**src/rtl/aes_ark_slice_engine.sv**
```systemverilog
// Sliced AES add-round-key engine: XORs a banked 128-bit round key into the state SLICE_W bits per cycle.
// Optional build macro AES_ARK_ZEROIZE_EN adds the key_zeroize port (bank/working clear and abort).
module aes_ark_slice_engine #(
  parameter int SLICE_W  = 32,
  parameter int NUM_KEYS = 15,
  parameter int KIDX_W   = 4
) (
  input  logic              clk,
  input  logic              rst_n,
`ifdef AES_ARK_ZEROIZE_EN
  input  logic              key_zeroize,
`endif
  input  logic              key_wr_en,
  input  logic [KIDX_W-1:0] key_wr_idx,
  input  logic [127:0]      key_wr_data,
  input  logic              in_valid,
  output logic              in_ready,
  input  logic [127:0]      in_state,
  input  logic [KIDX_W-1:0] in_round,
  output logic              out_valid,
  input  logic              out_ready,
  output logic [127:0]      out_state,
  output logic [KIDX_W-1:0] out_round,
  output logic              out_err
);

  localparam int NSLICE = 128 / SLICE_W;
  localparam int CNT_W  = (NSLICE > 1) ? $clog2(NSLICE) : 1;
  localparam logic [CNT_W-1:0] LAST_SLICE = CNT_W'(NSLICE - 1);

  typedef enum logic [1:0] {IDLE, BUSY, DONE} state_t;

  state_t              r_state;
  state_t              w_next;
  logic [CNT_W-1:0]    r_cnt;
  logic [127:0]        r_work;
  logic [127:0]        r_key;
  logic [KIDX_W-1:0]   r_round;
  logic                r_err;
  logic [127:0]        r_bank [NUM_KEYS];
  logic [NUM_KEYS-1:0] r_loaded;

  logic                w_zeroize;
  logic                w_inReady;
  logic                w_accept;
  logic [127:0]        w_bankKey;
  logic                w_hit;

`ifdef AES_ARK_ZEROIZE_EN
  assign w_zeroize = key_zeroize;
`else
  assign w_zeroize = 1'b0;
`endif

  // Out-of-range indices match no entry, so they naturally read as unloaded.
  always_comb begin
    w_bankKey = '0;
    w_hit     = 1'b0;
    for (int k = 0; k < NUM_KEYS; k++) begin
      if (in_round == KIDX_W'(k)) begin
        w_bankKey = r_bank[k];
        w_hit     = r_loaded[k];
      end
    end
  end

  always_comb begin
    w_inReady = 1'b0;
    w_next    = r_state;
    case (r_state)
      IDLE: w_inReady = 1'b1;
      DONE: w_inReady = out_ready;
      default: w_inReady = 1'b0;
    endcase
    if (w_zeroize) w_inReady = 1'b0;
    w_accept = in_valid && w_inReady;

    if (w_zeroize) begin
      w_next = IDLE;
    end else begin
      case (r_state)
        IDLE: if (w_accept) w_next = BUSY;
        BUSY: if (r_cnt == LAST_SLICE) w_next = DONE;
        DONE: if (out_ready) w_next = w_accept ? BUSY : IDLE;
        default: w_next = IDLE;
      endcase
    end
  end

  always_ff @(posedge clk or negedge rst_n) begin
    if (!rst_n) begin
      r_state <= IDLE;
      r_cnt   <= '0;
      r_work  <= '0;
      r_key   <= '0;
      r_round <= '0;
      r_err   <= 1'b0;
    end else begin
      r_state <= w_next;
      if (w_zeroize) begin
        r_cnt  <= '0;
        r_work <= '0;
        r_key  <= '0;
        r_err  <= 1'b0;
      end else if (w_accept) begin
        r_cnt   <= '0;
        r_work  <= in_state;
        r_round <= in_round;
        r_key   <= w_hit ? w_bankKey : '0;
        r_err   <= ~w_hit;
      end else if (r_state == BUSY) begin
        r_work[int'(r_cnt)*SLICE_W +: SLICE_W] <=
          r_work[int'(r_cnt)*SLICE_W +: SLICE_W] ^ r_key[int'(r_cnt)*SLICE_W +: SLICE_W];
        r_cnt <= r_cnt + CNT_W'(1);
      end
    end
  end

  // The accept path reads the bank before this edge, so a colliding write is seen only by later accepts.
  always_ff @(posedge clk or negedge rst_n) begin
    if (!rst_n) begin
      r_loaded <= '0;
      for (int k = 0; k < NUM_KEYS; k++) r_bank[k] <= '0;
    end else if (w_zeroize) begin
      r_loaded <= '0;
      for (int k = 0; k < NUM_KEYS; k++) r_bank[k] <= '0;
    end else if (key_wr_en) begin
      for (int k = 0; k < NUM_KEYS; k++) begin
        if (key_wr_idx == KIDX_W'(k)) begin
          r_bank[k]   <= key_wr_data;
          r_loaded[k] <= 1'b1;
        end
      end
    end
  end

  // Partially keyed working data never reaches out_state outside DONE.
  assign in_ready  = w_inReady;
  assign out_valid = (r_state == DONE);
  assign out_state = (r_state == DONE) ? r_work : '0;
  assign out_round = r_round;
  assign out_err   = (r_state == DONE) && r_err;

endmodule

```
**config.mk**
```make
export PLATFORM = sky130hd
export DESIGN_NAME = aes_ark_slice_engine
export DESIGN_NICKNAME = d
export VERILOG_FILES = /design/src/rtl/aes_ark_slice_engine.sv
export SDC_FILE = /design/constraint.sdc
export NUM_CORES = 2
export LEC_CHECK = 0
export CORE_AREA = 3 3 412 414
export DETAILED_ROUTE_END_ITERATION = 7
export DIE_AREA = 0 0 415 417
export PLACE_DENSITY = 0.91
export SYNTH_ARGS = -nofsm -noshare
export SYNTH_HDL_FRONTEND = slang
export SYNTH_SLANG_ARGS = --single-unit
```
**constraint.sdc**
```tcl
create_clock -name clk -period 3.1 [get_ports clk]
set_input_delay 0.465 -clock clk [delete_from_list [all_inputs] [get_ports clk]]
set_output_delay 0.465 -clock clk [all_outputs]
set_load 0.02 [all_outputs]
```
== Word-level counts from Yosys, hierarchy flattened ==
Cells that the tools add are included.

* Flip-flop bits (word level): 2200
* Output and inout bits: 135
* Logic and storage cells: 143

* Add/sub/neg operators: 2
* Equality and inequality tests: 34
* Shift operators: 4
* Muxes and demuxes: 43
* Bitwise gates (word level): 2
* Reduce and logical (&&, ||, !) cells: 22

{| class="wikitable"
|+ Operators with widths
! cell !! count
|-
| $mux 128 || 19
|-
| $shiftx 128x8->32 || 2
|-
| $bwmux 128 || 1
|-
| $shift 32x33->128 const A || 1
|-
| $shiftx 32x33->128 || 1
|-
| $eq 4x4->1 const B || 14
|-
| $neg 7->33 || 1
|-
| $eq 4x3->1 const B || 8
|-
| $xor 32x32->32 || 1
|-
| $reduce_and 2->1 || 15
|-
| $eq 4x2->1 const B || 4
|-
| $mux 1 || 16
|-
| $mux 2 || 5
|-
| $eq 4x1->1 const B || 2
|-
| $logic_not 4->1 || 2
|-
| $pmux 2 s3 || 1
|-
| $eq 2x2->1 const B || 2
|-
| $ne 2x2->1 const B || 2
|-
| $reduce_and 3->1 || 1
|-
| $add 2x1->2 const B || 1
|-
| $eq 2x1->1 const B || 1
|-
| $logic_and 1x1->1 || 2
|-
| $logic_not 2->1 || 1
|-
| $ne 2x1->1 const B || 1
|-
| other kinds (3) || 3
|}

== Logic depth before layout (Yosys ltp) ==
* Depth after elaboration: 17
* Depth in mapped cells: 12
* Depth with buffers taken out: 6

== Worst setup path after synthesis ==
No wires, ideal clock.

* Path type: register to register
* From: register r_cnt[0]
* To: register r_work[0]
* Library setup time: 83 ps
* Data arrival time: 2378 ps
* Required time: 3017 ps
* Slack: 640 ps
* Stages on the path, launching flop included: 7
* Path buffers: 2
* Clock period less this slack: 2460 ps
* Path through: dfrtp_1 -> inv_2 -> buf_1 -> ha_1 -> or4_1 -> clkbuf_1 -> o21ai_0

* Word-level cells in the longest chain between the ends: 6

{| class="wikitable"
|+ Ends and longest elaborated chain
! item !! line !! RTL
|-
| start, declared || 35 || <nowiki>logic [CNT_W-1:0] r_cnt;</nowiki>
|-
| start signal, assigned || 114 || <nowiki>r_cnt <= r_cnt + CNT_W'(1);</nowiki>
|-
| $shiftx 128x8->32 || 113 || <nowiki>r_work[int'(r_cnt)*SLICE_W +: SLICE_W] ^ r_key[int'(r_cnt)*SLICE_W +: SLICE_W];</nowiki>
|-
| $xor 32x32->32 || 113 ||
|-
| $shiftx 32x33->128 || 112 || <nowiki>r_work[int'(r_cnt)*SLICE_W +: SLICE_W] <=</nowiki>
|-
| $bwmux 128 * || 112 ||
|-
| $mux 128 * || 111 || <nowiki>end else if (r_state == BUSY) begin</nowiki>
|-
| $mux 128 * || 105 || <nowiki>end else if (w_accept) begin</nowiki>
|-
| end signal, assigned || 107 || <nowiki>r_work <= in_state;</nowiki>
|-
| end signal, assigned by index || 112 ||
|-
| end, declared || 36 || <nowiki>logic [127:0] r_work;</nowiki>
|}

Every way passes the cells marked *; elsewhere a longest branch is shown, timed or not. The select of a mux whose other input is x is not followed.
A chain may end at the register's enable or synchronous reset.

== Worst setup path after layout ==
* From: register r_state[0]
* To: output out_state[33]

* Word-level cells in the longest chain between the ends: 2

{| class="wikitable"
|+ Ends and longest elaborated chain
! item !! line !! RTL
|-
| start, declared || 33 || <nowiki>state_t r_state;</nowiki>
|-
| start signal, assigned || 99 || <nowiki>r_state <= w_next;</nowiki>
|-
| $eq 2x2->1 || 140 || <nowiki>assign out_state = (r_state == DONE) ? r_work : '0;</nowiki>
|-
| $mux 128 || 140 ||
|-
| end, declared || 22 || <nowiki>output logic [127:0] out_state,</nowiki>
|}

No other way between the ends.

==> results.txt <==
Across the routed clock network, the largest skew measured is 0.0426 ns. Detailed routing inserted a total of 83081 vias. Category of the worst setup path capture point: an output port.

The worst hold path belongs to the class input pin to async pin. For the floorplan row count, the log shows 150. For this configuration, the core starts out at a cell density of 60.9%. Measured against its own limit, the worst slew margin works out to -3.61%. The root buffer cell chosen for the clock tree is sky130_fd_sc_hd__clkbuf_16.

Wire length of the first global-routing pass: 568000 um. The total overflow left after global routing is 0. In the synthesized netlist the async set-or-reset flop fraction comes to 100%. The number of global-route vias before repair was 85346. The full die area is 173000 um2, and the flop and latch count out of synthesis is 2200. The prevailing post-synth register cell was sky130_fd_sc_hd__dfrtp_1. By area the synthesized netlist is led by sky130_fd_sc_hd__dfrtp_1 54%, sky130_fd_sc_hd__mux2_2 22%, sky130_fd_sc_hd__a22oi_1 2.5%.

Cells with a size suffix above 1 make up 33.8% of the layout. At the end of routability-driven placement, the weighted congestion stood at 0.980. TritonCTS created 206 clock buffers. At the pin with the least slew margin, the transition time is 1.54 ns.

The number of flops mapped to enable cells by yosys works out to 0. The largest fanout on the critical path came out at 33. The most instantiated library cell after synthesis was sky130_fd_sc_hd__dfrtp_1.

By count the netlist is led by 2200 x sky130_fd_sc_hd__dfrtp_1, 1952 x sky130_fd_sc_hd__mux2_2, 602 x sky130_fd_sc_hd__clkbuf_1. The total area inside the core boundary comes to 167000 um2. The clock tree synthesis step divided the H-tree into 4 levels.

The share of synthesized area in the top cell type comes to 54.2%. For the final routed database, the setup TNS stands at 0 ns. The count of buffers added on input and output ports is 403.

The tools report the count of endpoints failing hold in the final timing report as 0. Setup repair after global routing left no endpoint under its margin. The area growth from synthesis to layout is 16.6%. Entering global routing, the biggest net connects 113 pins.

In the synthesized netlist, mux cells make up 24.4% of the area. The per-cell via count in the routed design was 7.63; the required time of the critical path was 2.63 ns. The average instance in the mapped netlist occupies 12.4 um2. The area share of fa/ha/maj cells after synthesis was 0.0616%; the DRC marker count from the first detailed-route iteration was 14698. Based on the critical path, the design can be clocked at up to 0.325 GHz. In the final routed layout, each cell accounts on average for 36.2 um.

The tools report the data arrival time at the worst-slack endpoint as 2.61 ns. Summing the sequential cell areas from Yosys gives 54.2% of the chip area. Kind of critical path: register to output port.

Summed over all cells, the static leakage comes to 52.6 nW. For the post-route antenna net violation count, the log shows 0. In the synthesized netlist, the number of instances is 8173. The first TritonRoute pass finished after 8 iterations. The run gives 0.93 ns as the clock latency reported for the late side of the worst-skew pair. For the clock tree buffer depth, the log shows 3.

The cell area that synthesis handed to floorplanning was 101000 um2. The floorplan step set the die height to 417 um. The number of nets produced by synthesis is 8447, and the area fraction in and, or, nand and nor cells after synthesis is 4.82%. Power density normalized to cell area: 753 nW/um2. Hold timing on the final database bottoms out at a slack of 0.175 ns. By area, the combinational part of the netlist is dominated by multiplexers. STA classifies the critical path startpoint as a register. The routed design could run at a clock period as short as 3.08 ns. The number of slew-limit violations in the final report came out at 2. Clock-pin slew was measured on the worst setup and hold paths at 0.07 ns. After legalization and detailed placement, the total HPWL measured 246000 um. The sum of routed wire length over all layers was 395000 um; the number of library cell types mapped by synthesis was 72. Setup violations remaining at the end of the flow were counted as 0. The number of placed I/O pins came out at 404.

Of all cell types, the one taking the most synthesized area is sky130_fd_sc_hd__dfrtp_1. In the routed design, unresolved DRC markers number 27. The share of the synthesized netlist area taken by xor and xnor gates was 1.11%; the share of the core filled with cells was 71.0%. From left edge to right edge, the die measures 415 um. The number of filler cells placed in the layout was 9756. The checks that failed: design-rule violations, max-capacitance violations, max-slew violations. The compound-cell area share of the yosys netlist was 12.2%.

TritonCTS built the clock tree. The tools report the total routing resource utilization after global routing as 44.5%. The CTS sink count was 2200; the peak ir drop on the vdd network was 0.669 mV.

The final critical path takes up 99.2% of the cycle. The run gives 8721 as the number of nets in the final layout. For this run, the number of Yosys warnings is 0. For the max-capacitance violation count, the log shows 1.

The run finished, with violations left. The initial antenna violation count was 80.
metrics by stage:
step | instance area [um2] | power, mW | cells | worst slack [ns]
3_5_place_dp | 111000 | 60.7 | 10436 | -0.200
6_report | 118000 | 89.1 | 10892 | 0.0234
2_1_floorplan | 101000 | 51.9 | 8173 | 0.640
5_1_grt | 118000 | 91.1 | 10863 | 0.000439
3_3_place_gp | 111000 | 59.1 | 10436 | -0.0952
4_1_cts | 118000 | 87.4 | 10816 | 0.00679
flip-flops by register name, indices dropped and copies added, names as in the netlist:
register	count
r_cnt	2
r_loaded	15
out_round	4
r_state	2
r_key	128
r_err	1
r_bank	1920
r_work	128
cell usage in the layout, fill, tap and decap left out, drive strengths merged, types with 33 or more instances in the layout:
master,n
a22o,73
o22ai,72
diode,70
nand2,363
buf,457
clkbuf,299
a21oi,455
a222oi,33
mux2i,172
o221ai,81
a22oi,335
a31o,35
dlymetal6s2s,119
nor2,224
o21bai,44
and2,134
mux2,1952
xnor2,129
nand3,50
o21ai,418
dfrtp,2200
nand3b,60
mux4,48
a221o,59
clkinv,52
clkdlybuf4s50,269
a211oi,39
worst max-delay path: stages, from the launching register on:
cell and delay, ns:
sky130_fd_sc_hd__dfrtp_1 0.45, sky130_fd_sc_hd__nor2b_4 0.18, sky130_fd_sc_hd__buf_4 0.16, sky130_fd_sc_hd__clkbuf_16 0.20, sky130_fd_sc_hd__and2_1 0.28, sky130_fd_sc_hd__dlygate4sd2_1 0.41
worst paths after layout:
| check | from | endpoint | slack (ns) | cells after the start |
|---|---|---|---|---|
| worst max-delay path | r_state[0] | out_state[33] | 0.02 | 5 |
| worst min-delay path | rst_n | r_bank[1524] | 0.17 | 2 |
| worst max register to register | r_loaded[13] | r_key[82] | 0.16 | 7 |
| worst min register to register | r_loaded[11] | r_loaded[11] | 0.48 | 1 |
| max in group asynchronous | rst_n | r_bank[1822] | 1.54 | 4 |
| min in group clk | in_state[5] | r_work[5] | 0.19 | 3 |
cells by family after synthesis:
family                     after synthesis
DFF                                   2200
muxes                                 2172
AOI/OAI and AO/OA                     1859
and+or+nand+nor                       1005
buffers and inverters                  803
xor gates and xnor gates               129
adders and majority gates                5
layout make-up:
cell class	count	area (um2)	area share, %
inverters	10	46.3	0.0391
well taps	2204	2760	2.33
multi-input cells	5170	43500	36.8
flip-flops and latches	2200	55100	46.5
repair buffers	859	9710	8.21
clock inverters	83	1120	0.950
clock buffers	296	5940	5.02
diodes	70	175	0.148
per-layer routing:
metal  wire length (um)  vias up  GRT usage (%)
met2             163000     8495           62.5
met1             123000    40945           49.1
li1                   -    30583              -
met3              64200     3010           22.8
met4              43300       48           40.2
met5                624        -           1.58
report_power, final:
part           switching (mW)  internal [mW]  total, mW
logic                    9.87           9.62       19.5
registers                6.92           35.9       42.8
clock network            11.8           15.1       26.8
what timing repair did:
action	in CTS	in global routing
hold buffers	1	0
buffers inserted	0	4
endpoints found under the hold margin	62	0
gates resized for setup	10	120
setup endpoints to repair	10	117
cloned	0	2
pin swaps	0	0
(Power assumes the default switching activity.)
